$ cat config.mk
export PLATFORM = sky130hd
export DESIGN_NAME = freq_meter_flat
export DESIGN_NICKNAME = d
export VERILOG_FILES = /design/src/rtl/freq_meter_if.sv /design/src/rtl/freq_meter.sv /design/src/flat_wrapper.sv
export SDC_FILE = /design/constraint.sdc
export NUM_CORES = 1
export LEC_CHECK = 0
export CORE_MARGIN = 1
export CORE_UTILIZATION = 55
export CTS_CLUSTER_DIAMETER = 40
export DETAILED_ROUTE_END_ITERATION = 16
export PLACE_DENSITY = 0.77
export SLEW_MARGIN = 15
export SYNTH_ARGS = -nofsm -noshare
export SYNTH_HDL_FRONTEND = slang
export SYNTH_SLANG_ARGS = --single-unit
$ cat constraint.sdc
create_clock -name clk -period 3.1 [get_ports clk]
set_input_delay 0.62 -clock clk [delete_from_list [all_inputs] [get_ports clk]]
set_output_delay 0.62 -clock clk [all_outputs]
set_load 0.01 [all_outputs]
$ cat src/rtl/freq_meter_if.sv
// Signal-under-test and measurement-result bundle for freq_meter.
// master drives enable/stimulus and observes results; slave is the meter.
interface freq_meter_if #(
    parameter int unsigned CNT_W = 32
) ();
    logic             en;
    logic             sig_in;
    logic [CNT_W-1:0] freq_count;
    logic [CNT_W-1:0] period_cycles;
    logic             valid;
    logic             period_valid;
    logic             no_signal;
    logic             edge_ovf;

    modport master (
        output en,
        output sig_in,
        input  freq_count,
        input  period_cycles,
        input  valid,
        input  period_valid,
        input  no_signal,
        input  edge_ovf
    );

    modport slave (
        input  en,
        input  sig_in,
        output freq_count,
        output period_cycles,
        output valid,
        output period_valid,
        output no_signal,
        output edge_ovf
    );
endinterface

$ cat src/rtl/freq_meter.sv
// Frequency/period meter for a slow strobe: counts rising edges per fixed gate window and
// measures clk cycles between consecutive rising edges.
module freq_meter #(
    parameter int unsigned GATE_CYCLES = 100000000,
    parameter int unsigned CNT_W       = 32
) (
    input  logic         clk,
    input  logic         rst,
    freq_meter_if.slave  bus
);
    localparam logic [CNT_W-1:0] CntMax   = '1;
    // GATE_CYCLES must be >= 2 and representable in CNT_W bits.
    localparam logic [CNT_W-1:0] GateLast = CNT_W'(GATE_CYCLES - 1);

    logic sync1_q, sync2_q, dly_q;

    logic [CNT_W-1:0] gate_cnt_q, gate_cnt_d;
    logic [CNT_W-1:0] edge_cnt_q, edge_cnt_d;
    logic [CNT_W-1:0] per_cnt_q, per_cnt_d;
    logic             ovf_pend_q, ovf_pend_d;
    logic             first_seen_q, first_seen_d;

    logic [CNT_W-1:0] freq_count_q, freq_count_d;
    logic [CNT_W-1:0] period_q, period_d;
    logic             valid_q, valid_d;
    logic             period_valid_q, period_valid_d;
    logic             no_signal_q, no_signal_d;
    logic             edge_ovf_q, edge_ovf_d;

    logic             edge_det;
    logic             gate_last;
    logic             edge_sat;
    logic [CNT_W-1:0] edge_sum;
    logic [CNT_W-1:0] per_inc;

    always_ff @(posedge clk or negedge rst) begin
        if (!rst) begin
            sync1_q <= 1'b0;
            sync2_q <= 1'b0;
            dly_q   <= 1'b0;
        end else begin
            sync1_q <= bus.sig_in;
            sync2_q <= sync1_q;
            dly_q   <= sync2_q;
        end
    end

    assign edge_det  = bus.en & sync2_q & ~dly_q;
    assign gate_last = bus.en && (gate_cnt_q == GateLast);
    assign edge_sat  = edge_det && (edge_cnt_q == CntMax);
    assign edge_sum  = edge_sat ? CntMax : edge_cnt_q + {{(CNT_W-1){1'b0}}, edge_det};
    assign per_inc   = (per_cnt_q == CntMax) ? CntMax : per_cnt_q + 1'b1;

    always_comb begin
        gate_cnt_d     = gate_cnt_q;
        edge_cnt_d     = edge_cnt_q;
        per_cnt_d      = per_cnt_q;
        ovf_pend_d     = ovf_pend_q;
        first_seen_d   = first_seen_q;
        freq_count_d   = freq_count_q;
        period_d       = period_q;
        no_signal_d    = no_signal_q;
        edge_ovf_d     = edge_ovf_q;
        valid_d        = 1'b0;
        period_valid_d = 1'b0;

        if (!bus.en) begin
            gate_cnt_d   = '0;
            edge_cnt_d   = '0;
            per_cnt_d    = '0;
            ovf_pend_d   = 1'b0;
            first_seen_d = 1'b0;
        end else begin
            per_cnt_d = per_inc;
            if (edge_det) begin
                // The first edge after reset or enable only arms the period measurement.
                if (first_seen_q) begin
                    period_d       = per_inc;
                    period_valid_d = 1'b1;
                end
                per_cnt_d    = '0;
                first_seen_d = 1'b1;
            end

            if (gate_last) begin
                // An edge landing on the terminal cycle belongs to the closing window.
                gate_cnt_d   = '0;
                freq_count_d = edge_sum;
                no_signal_d  = (edge_sum == '0);
                edge_ovf_d   = ovf_pend_q | edge_sat;
                edge_cnt_d   = '0;
                ovf_pend_d   = 1'b0;
                valid_d      = 1'b1;
            end else begin
                gate_cnt_d = gate_cnt_q + 1'b1;
                edge_cnt_d = edge_sum;
                ovf_pend_d = ovf_pend_q | edge_sat;
            end
        end
    end

    always_ff @(posedge clk or negedge rst) begin
        if (!rst) begin
            gate_cnt_q     <= '0;
            edge_cnt_q     <= '0;
            per_cnt_q      <= '0;
            ovf_pend_q     <= 1'b0;
            first_seen_q   <= 1'b0;
            freq_count_q   <= '0;
            period_q       <= '0;
            valid_q        <= 1'b0;
            period_valid_q <= 1'b0;
            no_signal_q    <= 1'b0;
            edge_ovf_q     <= 1'b0;
        end else begin
            gate_cnt_q     <= gate_cnt_d;
            edge_cnt_q     <= edge_cnt_d;
            per_cnt_q      <= per_cnt_d;
            ovf_pend_q     <= ovf_pend_d;
            first_seen_q   <= first_seen_d;
            freq_count_q   <= freq_count_d;
            period_q       <= period_d;
            valid_q        <= valid_d;
            period_valid_q <= period_valid_d;
            no_signal_q    <= no_signal_d;
            edge_ovf_q     <= edge_ovf_d;
        end
    end

    assign bus.freq_count    = freq_count_q;
    assign bus.period_cycles = period_q;
    assign bus.valid         = valid_q;
    assign bus.period_valid  = period_valid_q;
    assign bus.no_signal     = no_signal_q;
    assign bus.edge_ovf      = edge_ovf_q;
endmodule

$ cat src/flat_wrapper.sv
// flat-port wrapper written by rule: the top's interface ports become plain ports
module freq_meter_flat 
#(
    parameter int unsigned GATE_CYCLES = 100000000,
    parameter int unsigned CNT_W       = 32
)
  (clk, rst, bus_en, bus_sig_in, bus_freq_count, bus_period_cycles, bus_valid, bus_period_valid, bus_no_signal, bus_edge_ovf);
  freq_meter_if #(.CNT_W(CNT_W)) bus_i ();
  input  logic clk;
  input  logic rst;
  input wire logic [$bits(bus_i.en)-1:0] bus_en;
  input wire logic [$bits(bus_i.sig_in)-1:0] bus_sig_in;
  output wire logic [$bits(bus_i.freq_count)-1:0] bus_freq_count;
  output wire logic [$bits(bus_i.period_cycles)-1:0] bus_period_cycles;
  output wire logic [$bits(bus_i.valid)-1:0] bus_valid;
  output wire logic [$bits(bus_i.period_valid)-1:0] bus_period_valid;
  output wire logic [$bits(bus_i.no_signal)-1:0] bus_no_signal;
  output wire logic [$bits(bus_i.edge_ovf)-1:0] bus_edge_ovf;
  assign bus_i.en = bus_en;
  assign bus_i.sig_in = bus_sig_in;
  assign bus_freq_count = bus_i.freq_count;
  assign bus_period_cycles = bus_i.period_cycles;
  assign bus_valid = bus_i.valid;
  assign bus_period_valid = bus_i.period_valid;
  assign bus_no_signal = bus_i.no_signal;
  assign bus_edge_ovf = bus_i.edge_ovf;
  freq_meter #(.GATE_CYCLES(GATE_CYCLES), .CNT_W(CNT_W)) u_core (.clk(clk), .rst(rst), .bus(bus_i));
endmodule
[Yosys cells after proc, flatten, opt, wreduce, memory -nomap -nowiden]
Cells that the tools add are included.
Word-level totals
  bits in registers: 169
  bits in latches: 0
  RAM bits: 0
  ROM bits: 0
  word-level logic and storage cells: 47
  memories: 0
Cells by class
  $add $sub $neg: 3
  multipliers: 0
  divide/modulo/power cells: 0
  magnitude comparators: 0
  equality and inequality tests: 4
  shift operators: 0
  mux-type cells: 17
  bitwise operators: 4
  reduce and logical (&&, ||, !) cells: 5
Operator list (count)
  32-bit 2-to-1 mux: 8
  32-bit by 1-bit adder with 32-bit output (second input constant): 2
  32-bit equality test (second input constant): 2
  32-bit by 1-bit adder with 32-bit output: 1
  32-bit by 27-bit equality test with 1-bit output (second input constant): 1
  32-bit zero test: 1
  1-bit 2-to-1 mux: 9
  3-bit AND reduction: 1
  1-bit bitwise AND: 2
  1-bit logical AND: 2
  2-bit by 1-bit inequality test with 1-bit output (second input constant): 1
  2-bit AND reduction: 1
  1-bit inverter: 1
  1-bit OR: 1

[Depth between registers and ports, before layout]
  word-level depth: 6
  mapped depth: 12
  depth with buffers taken out: 11

[Worst setup path after synthesis]
OpenSTA, ideal clock, no wires.
  path kind: input-to-reg
  start point: input bus_en
  end point: register u_core.no_signal_q (netlist: u_core.bus.no_signal)
  data arrival time: 2.675 ns
  setup slack: 0.348 ns
  stages on the path: 12
  path buffers: 1
  cells stage by stage: nand3b_1 inv_1 ha_1 ha_1 and3_1 clkbuf_1 nand2_1 xnor2_1 or4_4 nor4_2 nand4_1 o21ai_1
On the way
  word-level cells in the longest chain between the ends: 5
RTL lines
  start, declared: line flat_wrapper.sv:11  | input wire logic [$bits(bus_i.en)-1:0] bus_en;
  1-bit bitwise AND (2 in a row): line freq_meter.sv:48  | assign edge_det = bus.en & sync2_q & ~dly_q;
  32-bit by 1-bit adder with 32-bit output / 1-bit logical AND (equally long branches): line freq_meter.sv:51, freq_meter.sv:50
  32-bit 2-to-1 mux: line freq_meter.sv:51  | assign edge_sum = edge_sat ? CntMax : edge_cnt_q + {{(CNT_W-1){1'b0}}, edge_det};
  32-bit zero test: line freq_meter.sv:89  | no_signal_d = (edge_sum == '0);
  end signal, assigned: line freq_meter.sv:125  | no_signal_q <= no_signal_d;
  end, declared: line freq_meter.sv:27  | logic no_signal_q, no_signal_d;
Parallel ways exist; a longest one is shown, timed or not.
A chain may end at the register's enable or synchronous reset.

[Final worst setup path]
  start point: register u_core.gate_cnt_q[0]
  end point: register u_core.no_signal_q (netlist: u_core.bus.no_signal)
On the way
  word-level cells in the longest chain between the ends: 3
RTL lines
  start, declared: line freq_meter.sv:17  | logic [CNT_W-1:0] gate_cnt_q, gate_cnt_d;
  start signal, assigned: line freq_meter.sv:116  | gate_cnt_q <= gate_cnt_d;
  32-bit by 27-bit equality test with 1-bit output: line freq_meter.sv:49  | assign gate_last = bus.en && (gate_cnt_q == GateLast);
  1-bit logical AND: line freq_meter.sv:49
  2-bit AND reduction (no source line)
No other way between the ends.

==> run metrics <==
die width=121 µm; fmax=344 MHz; status=finished clean; PostCTS Resize Cnt=0; die height=121 µm; synthesized area=7750 µm²; delay-heaviest family, CP=simple AND/OR/NAND/NOR gates; Critical R2R Launch=u_core.gate_cnt_q[0]$_DFF_PN0_; global route overflow=0; RSZ-0062 raised after global routing=false; setup violators final=0; Pwr per Cell Area=489 nW/µm²; internal power=0.00367 W; top cell type by total area after synthesis=dfrtp_1; crit path buf inv count=0; DP Area=8910 µm²; Crit Path Category=reg2reg; die footprint=14600 µm²; htree depth=4; vias in the first global route=5910; Switching Share=0.214; drt wl/cell=14.4 µm; Worst Skew=0.0157 ns; antenna violations before repair=0; # clock sinks=169; Rel. slew slack=0.584; final worst-path cycle share=0.937; CTS buffer count=17; post-synthesis sequential area ratio=0.546; final hold violations=0; Sequential Power Share=0.481; critical path startpoint=u_core.gate_cnt_q[0]$_DFF_PN0_; total of max-cap violations=0; Worst EP arrival=3.25 ns; Clk pwr share=0.484; Cells after Synth=834; Max clock buf depth=2; DP Wirelength=11100 µm; CTS Hold Buffers Added=0; GP Congestion=0.874; num rows=43; first-pass GRT wire length=28000 µm; CP cell instances=ha_1, and4_1, nand4_1, or4_2, or4_4, nor4_2, nand4_1, o21ai_1; VDD IR max=0.000418 V; via count=6064; total power draw=0.00467 W; critical-path maximum fanout=4; fillers=1062; clock-pin slew on the worst setup and hold paths=0.07 ns; Most used DFF post-synth=dfrtp_1; Slowest-stage cell, CP=or4_2; sw power=0.000998 W; Core Footprint=13800 µm²; worst path required time=3.45 ns; Post-synth top cells=169 x dfrtp_1, 169 x nor2_1, 101 x nand2_1; Final Critical Period=2.90 ns; Post-synth EDFFs=0; vias per cell=5.42; Synth top area share=0.546; placed cells=1087; NumNets Final=934; DR DRC count=0; cell area after layout=9550 µm²; I/O pins=72; largest net degree at the start of global routing=69; distinct cell type count after synthesis=47; CP max stage delay=0.76 ns; root buffer cell=clkbuf_16; worst-margin pin slew=0.618 ns; crit path launch type=flop; Synth Net Count=842; layout cells sized above 1=0.0948; router iterations before antenna repair=5; initial DRC count=450; Total Routed Length=16100 µm; Avg Cell Area, Syn=9.29 µm²; Post-Layout Cell Count=1119; Setup Fix Bufs, Post-CTS=0; worst skew pair latency=0.43 ns; antenna fix cells=0; Routed Antenna Nets=0; capturing element type of the critical path=flop; Max Slew Vio Count=0; area grow syn2layout=23.2%; FF+latch count, synth=169; Comb power frac=0.035; Starting Density=0.560; Synth warnings=0; total track usage=0.243; worst min path class=in2async; LEAKAGE=4.16 nW; largest cells by area after synthesis=dfrtp_1 55%, nor2_1 8.2%, xnor2_1 5.8%; most used cell along the critical path=nand4_1; Port Buffers=71; ys async rst share=1.00; CTS tree=done
-- flip-flops by register name (all words and copies together), names as in the netlist --
register,flops
u_core.bus.freq_count,32
u_core.per_cnt_q,32
u_core.gate_cnt_q,32
u_core.bus.period_valid,1
u_core.dly_q,1
u_core.bus.valid,1
u_core.sync1_q,1
u_core.edge_cnt_q,32
u_core.bus.period_cycles,32
u_core.bus.no_signal,1
u_core.sync2_q,1
u_core.ovf_pend_q,1
u_core.bus.edge_ovf,1
u_core.first_seen_q,1
-- final timing paths --
path / to / slack, ns / cells after the start
setup / recovery: u_core.bus.no_signal$_DFFE_PN0P_ / 0.20 / 8
hold / removal: u_core.bus.period_cycles[19]$_DFFE_PN0P_ / 0.20 / 1
setup reg to reg: u_core.bus.no_signal$_DFFE_PN0P_ / 0.20 / 8
hold reg to reg: u_core.sync2_q$_DFF_PN0_ / 0.35 / 0
max in group asynchronous: u_core.gate_cnt_q[6]$_DFF_PN0_ / 2.06 / 2
min in group clk: u_core.sync2_q$_DFF_PN0_ / 0.35 / 0
-- power by group through the flow --
| stage | Combinational (W) | Clock, W | Sequential, W |
|---|---|---|---|
| floorplan | 0.0000492 | 0 | 0.00229 |
| finish | 0.000161 | 0.00226 | 0.00225 |
| CTS | 0.000165 | 0.00230 | 0.00225 |
| global route | 0.000184 | 0.00238 | 0.00225 |
| detailed placement | 0.000165 | 0 | 0.00229 |
| global placement | 0.000162 | 0 | 0.00229 |
-- through the flow --
step | hold WS [ns] | setup TNS (ns) | utilization | worst slack [ns]
final | 0.199 | 0 | 0.691 | 0.196
after detailed placement | 0.339 | -6.88 | 0.645 | -0.232
after CTS | 0.212 | 0 | 0.691 | 0.205
after global routing | 0.248 | 0 | 0.691 | 0.0430
after floorplan | 0.324 | 0 | - | 0.348
after global placement | 0.339 | -0.0595 | 0.645 | -0.0595
-- cells by family after synthesis --
kind of cell | count (synthesis) | synth area share
fa+ha+maj | 4 | 0.00646
mux | 5 | 0.00662
flops | 169 | 0.546
simple gates | 427 | 0.258
xor+xnor | 77 | 0.0870
compound gates | 99 | 0.0690
buf+inv | 53 | 0.0271
-- placed cells by master, fill, tap and decap left out, drive strengths merged, types with 9 or more instances in the layout --
master         count
nand2            101
clkbuf            20
nand4             33
o21ai             70
dfrtp            169
and3              19
nand3             43
a21oi             14
xor2              26
nor2             169
buf               46
nor4               9
xnor2             51
clkdlybuf4s50     70
inv               13
nor3              12
-- routing by layer --
layer,global-route usage,up-vias,part of all wire
met1,0.341,2922,0.47
met3,0.0443,22,0.032
met4,0.0903,0,0.016
met5,0,-,0
met2,0.379,103,0.48
li1,-,3017,-
-- cell type report --
| type | count | area, µm² | share of cell area |
|---|---|---|---|
| inverters | 10 | 37.5 | 0.00393 |
| flip-flops and latches | 169 | 4230 | 0.443 |
| multi-input cells | 612 | 3320 | 0.348 |
| repair buffers | 116 | 1100 | 0.115 |
| clock buffers | 20 | 447 | 0.0468 |
| clock inverters | 12 | 188 | 0.0197 |
| well taps | 180 | 225 | 0.0236 |
Power figures use the tool's default switching activity.
